<file path="config.mk">
export PLATFORM = sky130hd
export DESIGN_NAME = ex_muldiv
export DESIGN_NICKNAME = d
export VERILOG_FILES = /design/src/rtl/muldiv_pkg.sv /design/src/rtl/muldiv_iter_core.sv /design/src/rtl/ex_muldiv.sv
export SDC_FILE = /design/constraint.sdc
export NUM_CORES = 2
export LEC_CHECK = 0
export BUFFER_PORTS_ARGS = -buffer_cell sky130_fd_sc_hd__buf_2
export CAP_MARGIN = 20
export CORE_UTILIZATION = 61
export CTS_BUF_LIST = sky130_fd_sc_hd__clkbuf_2
export CTS_CLUSTER_DIAMETER = 120
export CTS_CLUSTER_SIZE = 12
export DETAILED_ROUTE_END_ITERATION = 12
export PLACE_DENSITY = 0.79
export SLEW_MARGIN = 20
export SYNTH_ARGS = -nofsm -noshare
export SYNTH_HDL_FRONTEND = slang
export SYNTH_HIERARCHICAL = 1
export SYNTH_SLANG_ARGS = --single-unit
</file>
<file path="constraint.sdc">
create_clock -name clk -period 9.6 [get_ports clk]
set_input_delay 0.48 -clock clk [delete_from_list [all_inputs] [get_ports clk]]
set_output_delay 0.48 -clock clk [all_outputs]
set_load 0.02 [all_outputs]
</file>
<file path="src/rtl/muldiv_pkg.sv">
// Shared constants for the EX-stage HI/LO multiply/divide unit: function codes,
// controller state encoding and the iteration count of the multi-cycle datapath.
package muldiv_pkg;

    localparam int ITER_STEPS = 32;

    localparam logic [5:0] FUNC_MULT  = 6'h18;
    localparam logic [5:0] FUNC_MULTU = 6'h19;
    localparam logic [5:0] FUNC_DIV   = 6'h1A;
    localparam logic [5:0] FUNC_DIVU  = 6'h1B;
    localparam logic [5:0] FUNC_MTHI  = 6'h11;
    localparam logic [5:0] FUNC_MTLO  = 6'h13;

    typedef enum logic [1:0] {
        ST_IDLE = 2'd0,
        ST_BUSY = 2'd1,
        ST_DONE = 2'd2
    } state_e;

endpackage

</file>
<file path="src/rtl/muldiv_iter_core.sv">
// Iterative datapath on unsigned magnitudes: restoring division or shift-add
// multiply, one step per cycle, with its own step counter.
module muldiv_iter_core
    import muldiv_pkg::*;
#(
    parameter int WIDTH = 32
) (
    input  logic             clk,
    input  logic             rst,
    input  logic             load_i,
    input  logic             step_i,
    input  logic             mul_i,
    input  logic [WIDTH-1:0] a_i,
    input  logic [WIDTH-1:0] b_i,
    output logic             last_o,
    output logic [WIDTH-1:0] hi_o,
    output logic [WIDTH-1:0] lo_o
);

    logic [WIDTH-1:0] acc_q, acc_d;
    logic [WIDTH-1:0] shr_q, shr_d;
    logic [WIDTH-1:0] opb_q;
    logic             mul_q;
    logic [4:0]       cnt_q;
    logic [WIDTH:0]   sum;
    logic [WIDTH:0]   shifted;
    logic [WIDTH:0]   diff;

    // Divide: acc is the partial remainder, shr shifts the dividend out and the
    // quotient in. Multiply: {acc, shr} shifts right as the product accumulates.
    always_comb begin
        acc_d   = acc_q;
        shr_d   = shr_q;
        sum     = {1'b0, acc_q} + (shr_q[0] ? {1'b0, opb_q} : '0);
        shifted = {acc_q, shr_q[WIDTH-1]};
        diff    = shifted - {1'b0, opb_q};
        if (mul_q) begin
            acc_d = sum[WIDTH:1];
            shr_d = {sum[0], shr_q[WIDTH-1:1]};
        end else if (!diff[WIDTH]) begin
            acc_d = diff[WIDTH-1:0];
            shr_d = {shr_q[WIDTH-2:0], 1'b1};
        end else begin
            acc_d = shifted[WIDTH-1:0];
            shr_d = {shr_q[WIDTH-2:0], 1'b0};
        end
    end

    always_ff @(posedge clk) begin
        if (rst) begin
            acc_q <= '0;
            shr_q <= '0;
            opb_q <= '0;
            mul_q <= 1'b0;
            cnt_q <= '0;
        end else if (load_i) begin
            acc_q <= '0;
            shr_q <= a_i;
            opb_q <= b_i;
            mul_q <= mul_i;
            cnt_q <= '0;
        end else if (step_i) begin
            acc_q <= acc_d;
            shr_q <= shr_d;
            cnt_q <= cnt_q + 5'd1;
        end
    end

    // The outputs already include the step being taken this cycle.
    assign last_o = (cnt_q == 5'(ITER_STEPS - 1));
    assign hi_o   = acc_d;
    assign lo_o   = shr_d;

endmodule

</file>
<file path="src/rtl/ex_muldiv.sv">
// EX-stage HI/LO multiply/divide unit: controller FSM, sign handling, HI/LO.
// Optional MULDIV_ITER_MUL_EN routes MULT/MULTU through the iterative core.
module ex_muldiv
    import muldiv_pkg::*;
#(
    parameter int WIDTH = 32
) (
    input  logic             clk,
    input  logic             rst,
    input  logic             start,
    input  logic [5:0]       func,
    input  logic [WIDTH-1:0] rdata_a,
    input  logic [WIDTH-1:0] rdata_b,
    input  logic             flush,
    output logic             stall_req,
    output logic             done,
    output logic [WIDTH-1:0] hi,
    output logic [WIDTH-1:0] lo
);

`ifdef MULDIV_ITER_MUL_EN
    localparam bit ITER_MUL = 1'b1;
`else
    localparam bit ITER_MUL = 1'b0;
`endif

    state_e             state_q;
    logic [WIDTH-1:0]   hi_q, lo_q;
    logic               done_q;
    logic               neg_q_q, neg_r_q, op_mul_q;

    logic               is_mul, is_div, is_signed, a_neg, b_neg;
    logic               can_accept, iter_go;
    logic [WIDTH-1:0]   a_abs, b_abs;
    logic [2*WIDTH-1:0] prod_abs, prod_fix, iter_prod;
    logic [WIDTH-1:0]   quo_fix, rem_fix;
    logic               core_last;
    logic [WIDTH-1:0]   core_hi, core_lo;

    always_comb begin
        is_mul     = (func == FUNC_MULT) || (func == FUNC_MULTU);
        is_div     = (func == FUNC_DIV)  || (func == FUNC_DIVU);
        is_signed  = (func == FUNC_MULT) || (func == FUNC_DIV);
        a_neg      = is_signed & rdata_a[WIDTH-1];
        b_neg      = is_signed & rdata_b[WIDTH-1];
        a_abs      = a_neg ? -rdata_a : rdata_a;
        b_abs      = b_neg ? -rdata_b : rdata_b;
        prod_abs   = {{WIDTH{1'b0}}, a_abs} * {{WIDTH{1'b0}}, b_abs};
        prod_fix   = (a_neg ^ b_neg) ? -prod_abs : prod_abs;
        can_accept = !rst && start && !flush && (state_q != ST_BUSY);
        iter_go    = can_accept && ((is_div && (rdata_b != '0)) || (is_mul && ITER_MUL));
        stall_req  = !rst && ((state_q == ST_BUSY) || iter_go);
        iter_prod  = neg_q_q ? -{core_hi, core_lo} : {core_hi, core_lo};
        quo_fix    = neg_q_q ? -core_lo : core_lo;
        rem_fix    = neg_r_q ? -core_hi : core_hi;
    end

    muldiv_iter_core #(.WIDTH(WIDTH)) u_core (
        .clk    (clk),
        .rst    (rst),
        .load_i (iter_go),
        .step_i ((state_q == ST_BUSY) && !flush),
        .mul_i  (is_mul),
        .a_i    (a_abs),
        .b_i    (b_abs),
        .last_o (core_last),
        .hi_o   (core_hi),
        .lo_o   (core_lo)
    );

    always_ff @(posedge clk) begin
        if (rst) begin
            state_q  <= ST_IDLE;
            hi_q     <= '0;
            lo_q     <= '0;
            done_q   <= 1'b0;
            neg_q_q  <= 1'b0;
            neg_r_q  <= 1'b0;
            op_mul_q <= 1'b0;
        end else begin
            case (state_q)
                ST_BUSY: begin
                    if (flush) begin
                        state_q <= ST_IDLE;
                    end else if (core_last) begin
                        state_q <= ST_DONE;
                        done_q  <= 1'b1;
                        if (op_mul_q) begin
                            {hi_q, lo_q} <= iter_prod;
                        end else begin
                            hi_q <= rem_fix;
                            lo_q <= quo_fix;
                        end
                    end
                end
                default: begin
                    // DONE accepts new work exactly like IDLE.
                    state_q <= ST_IDLE;
                    done_q  <= 1'b0;
                    if (iter_go) begin
                        state_q  <= ST_BUSY;
                        neg_q_q  <= a_neg ^ b_neg;
                        neg_r_q  <= a_neg;
                        op_mul_q <= is_mul;
                    end else if (can_accept) begin
                        if (is_mul) begin
                            {hi_q, lo_q} <= prod_fix;
                            state_q      <= ST_DONE;
                            done_q       <= 1'b1;
                        end else if (is_div) begin
                            hi_q    <= rdata_a;
                            lo_q    <= '1;
                            state_q <= ST_DONE;
                            done_q  <= 1'b1;
                        end else if (func == FUNC_MTHI) begin
                            hi_q <= rdata_a;
                        end else if (func == FUNC_MTLO) begin
                            lo_q <= rdata_a;
                        end
                    end
                end
            endcase
        end
    end

    assign done = done_q;
    assign hi   = hi_q;
    assign lo   = lo_q;

endmodule

</file>
# ---- Yosys cells after proc, flatten, opt, wreduce, memory -nomap -nowiden
# Cells that the tools add are included.
dict set report classes {
  addsub 9
  mul 1
  n_eq_ne 14
  n_mux 46
  n_bitwise 4
  n_reduce_logical 23
}
# op n
set ops {}
lappend ops {{$mux 32} 29}
lappend ops {{$mux 64} 2}
lappend ops {{$neg 32->32} 4}
lappend ops {{$neg 64->64} 2}
lappend ops {{$mul 32x32->64} 1}
lappend ops {{$eq 6x5->1 const B} 6}
lappend ops {{$add 32x33->33} 1}
lappend ops {{$sub 33x32->33} 1}
lappend ops {{$reduce_bool 32->1} 1}
lappend ops {{$mux 2} 7}
lappend ops {{$mux 1} 8}
lappend ops {{$reduce_bool 4->1} 2}
lappend ops {{$logic_and 1x1->1} 7}
lappend ops {{$reduce_and 6->1} 1}
lappend ops {{$add 5x1->5 const B} 1}
lappend ops {{$eq 5x5->1 const B} 1}
lappend ops {{$reduce_and 5->1} 1}
lappend ops {{$logic_or 1x1->1} 4}
lappend ops {{$ne 2x1->1 const B} 2}
lappend ops {{$ne 2x2->1 const B} 2}
lappend ops {{$ne 4x3->1 const B} 1}
lappend ops {{$reduce_and 2->1} 2}
lappend ops {{$reduce_bool 2->1} 2}
lappend ops {{$ne 3x3->1 const B} 1}
lappend ops {{6 further kinds} 8}
dict set report totals {
  register_bits 172
  input_bits 74
  output_inout_bits 66
  elab_cells 109
}

# ---- Logic depth before layout (Yosys ltp)
dict set report logic_depth {
  word_depth 11
  ltp_mapped 41
  mapped_depth_nobuf 38
}

# ---- Hierarchy
# The synthesis kept the hierarchy.
# module instances cells_per_inst area_per_inst_um2 seq_area_each_um2
set by_module_without_submodules {}
lappend by_module_without_submodules {ex_muldiv 1 5184 41566.1 1401.3}
lappend by_module_without_submodules {muldiv_iter_core 1 1149 8649.5 2042.0}

# ---- Least setup slack after synthesis
# Ideal clock, no wire load.
dict set report synth_timing {
  path_kind {input-to-reg}
  start {input func[2]}
  end {register hi_q[30], in the netlist hi[30]}
  setup_ns 0.086
  arrival_time_ns 10.480
  required_time_ns 9.514
  path_slack_ns -0.967
  cell_stages 39
  path_buffers 5
  cell_sequence {nor3b_1 -> nand2_1 -> nor2_1 -> nand2_1 -> clkbuf_1 -> buf_1 -> nor2_1 -> xnor2_1 -> clkbuf_1 -> clkbuf_1 -> nor2_1 -> fa_1 -> fa_1 -> fa_1 -> inv_1 -> fa_1 -> inv_1 -> fa_1 -> [... 3 more ...] -> fa_1 -> inv_1 -> fa_1 -> inv_1 -> ha_1 -> buf_2 -> nand4_1 -> or3_1 -> nor3_2 -> o21ai_0 -> a31oi_1 -> a21bo_2 -> a22oi_1 -> or4b_2 -> nor4b_1 -> a31oi_1 -> xor2_1 -> a221oi_2}
}
dict set report synth_between {
  elab_chain_len 11
}
# item line_no
set synth_rtl {}
lappend synth_rtl {{start, declared} ex_muldiv.sv:11} ;# input logic [5:0] func,
lappend synth_rtl {{$eq 6x5->1, on equally long branches} {ex_muldiv.sv:41, ex_muldiv.sv:43, ex_muldiv.sv:42}}
lappend synth_rtl {{$logic_or 1x1->1} ex_muldiv.sv:43} ;# is_signed = (func == FUNC_MULT) || (func == FUNC_DIV);
lappend synth_rtl {{$and 1x1->1, on equally long branches} {ex_muldiv.sv:44, ex_muldiv.sv:45}}
lappend synth_rtl {{$mux 32, on equally long branches} {ex_muldiv.sv:46, ex_muldiv.sv:47}}
lappend synth_rtl {{$mul 32x32->64} ex_muldiv.sv:48} ;# prod_abs = {{WIDTH{1'b0}}, a_abs} * {{WIDTH{1'b0}}, b_abs};
lappend synth_rtl {{$neg 64->64} ex_muldiv.sv:49} ;# prod_fix = (a_neg ^ b_neg) ? -prod_abs : prod_abs;
lappend synth_rtl {{$mux 64} ex_muldiv.sv:49}
lappend synth_rtl {{$mux 32} ex_muldiv.sv:106} ;# if (is_mul) begin
lappend synth_rtl {{$mux 32} ex_muldiv.sv:105} ;# end else if (can_accept) begin
lappend synth_rtl {{$mux 32} ex_muldiv.sv:100} ;# if (iter_go) begin
lappend synth_rtl {{$mux 32} ex_muldiv.sv:81} ;# case (state_q)
lappend synth_rtl {{end signal, assigned} ex_muldiv.sv:89} ;# {hi_q, lo_q} <= iter_prod;
lappend synth_rtl {{end signal, assigned} ex_muldiv.sv:107} ;# {hi_q, lo_q} <= prod_fix;
lappend synth_rtl {{end signal, assigned} ex_muldiv.sv:111} ;# hi_q <= rdata_a;
lappend synth_rtl {{end, declared} ex_muldiv.sv:28} ;# logic [WIDTH-1:0] hi_q, lo_q;
# Parallel ways exist; a longest one is shown, timed or not. The select of a mux whose other input is x is not followed.
# A chain may end at the register's enable or synchronous reset.

# ---- Worst setup path after layout
dict set report layout_timing {
  start {input rdata_b[6]}
  end {register hi_q[26], in the netlist hi[26]}
}
dict set report layout_between {
  elab_chain_len 9
}
# item line_no
set layout_rtl {}
lappend layout_rtl {{start, declared} ex_muldiv.sv:13} ;# input logic [WIDTH-1:0] rdata_b,
lappend layout_rtl {{$neg 32->32} ex_muldiv.sv:47} ;# b_abs = b_neg ? -rdata_b : rdata_b;
lappend layout_rtl {{$mux 32} ex_muldiv.sv:47}
lappend layout_rtl {{$mul 32x32->64} ex_muldiv.sv:48}
lappend layout_rtl {{$neg 64->64} ex_muldiv.sv:49}
lappend layout_rtl {{$mux 64} ex_muldiv.sv:49}
lappend layout_rtl {{$mux 32} ex_muldiv.sv:106}
lappend layout_rtl {{$mux 32} ex_muldiv.sv:105}
lappend layout_rtl {{$mux 32} ex_muldiv.sv:100}
lappend layout_rtl {{$mux 32} ex_muldiv.sv:81}
# Parallel ways exist; a longest one is shown, timed or not. The select of a mux whose other input is x is not followed.

==> flow_summary.rst <==
.. list-table::
   :header-rows: 1

   * - Metric
     - Value
   * - PortBufs
     - 139
   * - Largest stage delay on the critical path
     - 0.60 ns
   * - Critical Path AT
     - 10.50 ns
   * - Max-Slew Margin vs Limit
     - 0.225
   * - Startpoint type of the worst setup path
     - primary input
   * - Number of enable-type register cells in the synthesized netlist
     - 0
   * - CTS Sinks
     - 172
   * - Violation count after the first detailed-routing iteration
     - 5,833
   * - Hold Fails Final Rpt
     - 0
   * - Die Y
     - 289 µm
   * - Setup WS post-layout
     - -0.0263 ns
   * - Highest clock frequency the design can meet
     - 0.104 GHz
   * - MaxCap Viol Count
     - 0
   * - Final std cells w/o fill
     - 8,254
   * - H-tree levels
     - 4
   * - Number of routed nets with antenna violations
     - 0
   * - Detailed Place HPWL
     - 171,000 µm
   * - Capturing point of the worst reg2reg path
     - hi[29]
   * - Final count of pins violating max slew
     - 0
   * - Pre-CTS WS
     - -1.53 ns
   * - Register-to-register setup slack
     - 2.45 ns
   * - Wire length per cell
     - 25.1 µm
   * - Sequential area share after synthesis
     - 0.0686
   * - Clock root buffer master
     - sky130_fd_sc_hd__clkbuf_2
   * - Placed Instances
     - 8,154
   * - Clock buffer count from CTS
     - 17
   * - Synthesis-stage register bit count
     - 172
   * - Path category of the worst min-delay check
     - primary input to register
   * - Final Cycle Share
     - 1.00
   * - TritonCTS clock tree
     - yes
   * - Fraction of final layout cells sized beyond drive strength 1
     - 0.234
   * - Deepest clock path buffer count
     - 2
   * - Netlist area before placement
     - 50,200 µm²
   * - Core area
     - 80,900 µm²
   * - Synthesized area divided by synthesized cell count
     - 7.93 µm²
   * - Register clock-pin slew on the reported worst setup and hold paths
     - 0.31 ns
   * - Final weighted congestion in routability-driven placement
     - 1.10
   * - Crit path capture
     - hi[26]
   * - CP max stage cell
     - sky130_fd_sc_hd__fa_1
   * - Path type of the worst setup path
     - primary input to register
   * - Clock Skews
     - 0.0507 ns
   * - Number of instances in the synthesized netlist
     - 6,333
   * - Row cnt
     - 104
   * - Post-Layout Inst Area
     - 62,400 µm²
   * - Clock latency at the later pin of the worst-skew pair
     - 0.93 ns
   * - Fin crit period
     - 9.63 ns
   * - R2r worst-path depth
     - 24
   * - Number of primary I/O pins
     - 140
   * - Most area-hungry cell type in the Yosys netlist
     - sky130_fd_sc_hd__fa_1
   * - Distinct cell type count after synthesis
     - 102
   * - Router iterations before antenna repair
     - 9
   * - Area after detailed placement
     - 59,600 µm²
   * - Crit. Startpoint
     - rdata_b[6]
   * - Capturing element type of the critical path
     - register
   * - Die footprint
     - 83,500 µm²
   * - Unrepaired setup endpoints after global routing
     - true
   * - Required time of the critical path
     - 10.47 ns
   * - Final-layout setup total negative slack
     - -0.0698 ns
   * - Overall routing resource usage
     - 0.490
   * - Die width
     - 289 µm
   * - Worst reg2reg path startpoint
     - u_core/shr_q[31]
   * - Yosys warns
     - 6
   * - Total congestion overflow
     - 0
   * - Final WL
     - 207,000 µm
   * - Peak fanout along the critical path
     - 12
   * - Initial antenna violation count
     - 9
   * - Async set-reset flop share out of synthesis
     - 0
   * - Post-detailed-route via-to-cell ratio
     - 6.20
   * - Largest cells by area after synthesis
     - sky130_fd_sc_hd__fa_1, sky130_fd_sc_hd__ha_1, sky130_fd_sc_hd__inv_1, sky130_fd_sc_hd__nor2_1, sky130_fd_sc_hd__dfxtp_1
   * - Portion of synthesized cell area occupied by the leading cell type
     - 0.358
   * - Measured slew at the worst slew-check pin
     - 1.16 ns
   * - Run status
     - complete, but fails checks
   * - Vias after detailed routing
     - 51.2k
   * - Area overhead of the layout relative to synthesis
     - 24.2%
   * - Vias in the first global route
     - 51.4k
   * - NumNets Final
     - 8,478
   * - Maximum number of pins on one net before global-route repair
     - 106
   * - Final routed DRC violation total
     - 0
   * - Violations in the final reports
     - setup timing
   * - Final-report setup violation count
     - 5
   * - Dominant synthesized flop cell
     - sky130_fd_sc_hd__dfxtp_1
   * - First-pass GRT wire length
     - 304,000 µm
   * - Initial Utilization
     - 0.620
   * - Net count of the mapped netlist
     - 7,639
## critical path: cells and delay by family
kind	cells	cell delay (ns)
buffers and inverters	9	1.31
AOI/OAI and AO/OA	5	1.04
adders and majority gates	9	4.35
xor gates and xnor gates	2	0.24
and+or+nand+nor	11	3.05
## final cells by class
class / instances / area (µm²)
multi-input cells: 4767 / 44000
fillers: 5618 / 18600
clock inverters: 15 / 159
diodes: 9 / 22.5
well taps: 1060 / 1330
inverters: 1063 / 4030
clock buffers: 17 / 85.1
flip-flops and latches: 172 / 3440
repair buffers: 1151 / 9280
## cells in the mapped netlist (25+ instances only)
cell / count
sky130_fd_sc_hd__inv_1: 1044
sky130_fd_sc_hd__nor2_1: 935
sky130_fd_sc_hd__nor4_1: 38
sky130_fd_sc_hd__mux2i_1: 69
sky130_fd_sc_hd__o221ai_1: 29
sky130_fd_sc_hd__buf_2: 25
sky130_fd_sc_hd__a21oi_1: 289
sky130_fd_sc_hd__o21ai_0: 173
sky130_fd_sc_hd__dfxtp_1: 172
sky130_fd_sc_hd__a31oi_1: 60
sky130_fd_sc_hd__nor3_1: 76
sky130_fd_sc_hd__fa_1: 898
sky130_fd_sc_hd__mux2_2: 31
sky130_fd_sc_hd__o211ai_1: 25
sky130_fd_sc_hd__nand3_1: 37
sky130_fd_sc_hd__a211oi_1: 50
sky130_fd_sc_hd__buf_1: 25
sky130_fd_sc_hd__nand2b_1: 26
sky130_fd_sc_hd__and2_1: 69
sky130_fd_sc_hd__nand2_1: 756
sky130_fd_sc_hd__ha_1: 334
sky130_fd_sc_hd__a21o_1: 70
sky130_fd_sc_hd__xor2_1: 95
sky130_fd_sc_hd__xnor2_1: 160
sky130_fd_sc_hd__nand4_1: 50
sky130_fd_sc_hd__and3_1: 35
sky130_fd_sc_hd__or3_1: 60
sky130_fd_sc_hd__clkbuf_1: 270
sky130_fd_sc_hd__o31ai_1: 30
## repair_timing
item / CTS / global route
gates resized for setup: 43 / 383
cloned: 0 / 2
setup buffers: 6 / 49
endpoints found under the setup margin: 32 / 37
hold buffers: 4 / 0
endpoints found under the hold margin: 3 / 0
pin swaps: 10 / 129
## placed cells by master, fill, tap and decap left out, drive strengths merged, types with 38 or more instances in the layout
cell type	Yosys	final
a211oi	52	52
a21o	70	70
a21oi	296	296
a31oi	61	61
and2	73	73
buf	62	1146
dfxtp	172	172
fa	898	898
ha	334	334
inv	1048	1049
mux2i	69	69
nand2	757	757
nand3	38	38
nand4	51	51
nor2	935	935
nor3	80	80
nor4	39	39
o21ai	198	198
or3	60	60
xnor2	160	161
xor2	95	95
## per-layer routing
metal | routed length, µm | vias up | global-route usage
met5 | 36 | - | 0
met4 | 18200 | 6 | 0.335
met3 | 29700 | 1009 | 0.155
met2 | 88300 | 3693 | 0.739
met1 | 70700 | 24700 | 0.602
li1 | - | 21800 | -
## logic make-up after synthesis
group | count (synthesis) | synth area share
adders and majority gates | 1232 | 0.441
AOI/OAI and AO/OA | 972 | 0.126
buffers and inverters | 1395 | 0.106
muxes | 104 | 0.0216
DFF | 172 | 0.0686
and+or+nand+nor | 2203 | 0.192
xor gates and xnor gates | 255 | 0.0445
## per-stage QoR
stage	util	hold WS [ns]
finish	0.770	0.0600
global route	0.770	0.0563
CTS	0.744	0.0671
detailed placement	0.737	0.450
global placement	0.737	0.442
floorplan	-	0.467
## how the worst min path moves through the flow
stage                       to  slack, ns            start  cells past startpoint
2_1_floorplan  u_core/cnt_q[4]       0.47  u_core/cnt_q[4]                      2
3_3_place_gp             lo[2]       0.44            lo[2]                      2
3_5_place_dp            lo[26]       0.45           lo[26]                      2
4_1_cts                 hi[17]       0.07      rdata_a[17]                      4
5_1_grt                 lo[23]       0.06      rdata_a[23]                      3
6_report                 hi[6]       0.06       rdata_a[6]                      4
## state kept, by name, summed over array words and instances (netlist names)
name / cells
done: 1
hi: 32
lo: 32
neg_q_q: 1
neg_r_q: 1
op_mul_q: 1
state_q: 2
u_core/acc_q: 32
u_core/cnt_q: 5
u_core/mul_q: 1
u_core/opb_q: 32
u_core/shr_q: 32
Power is not shown: default switching activity piles up to over one toggle a cycle in this logic, so the estimate is an artifact.
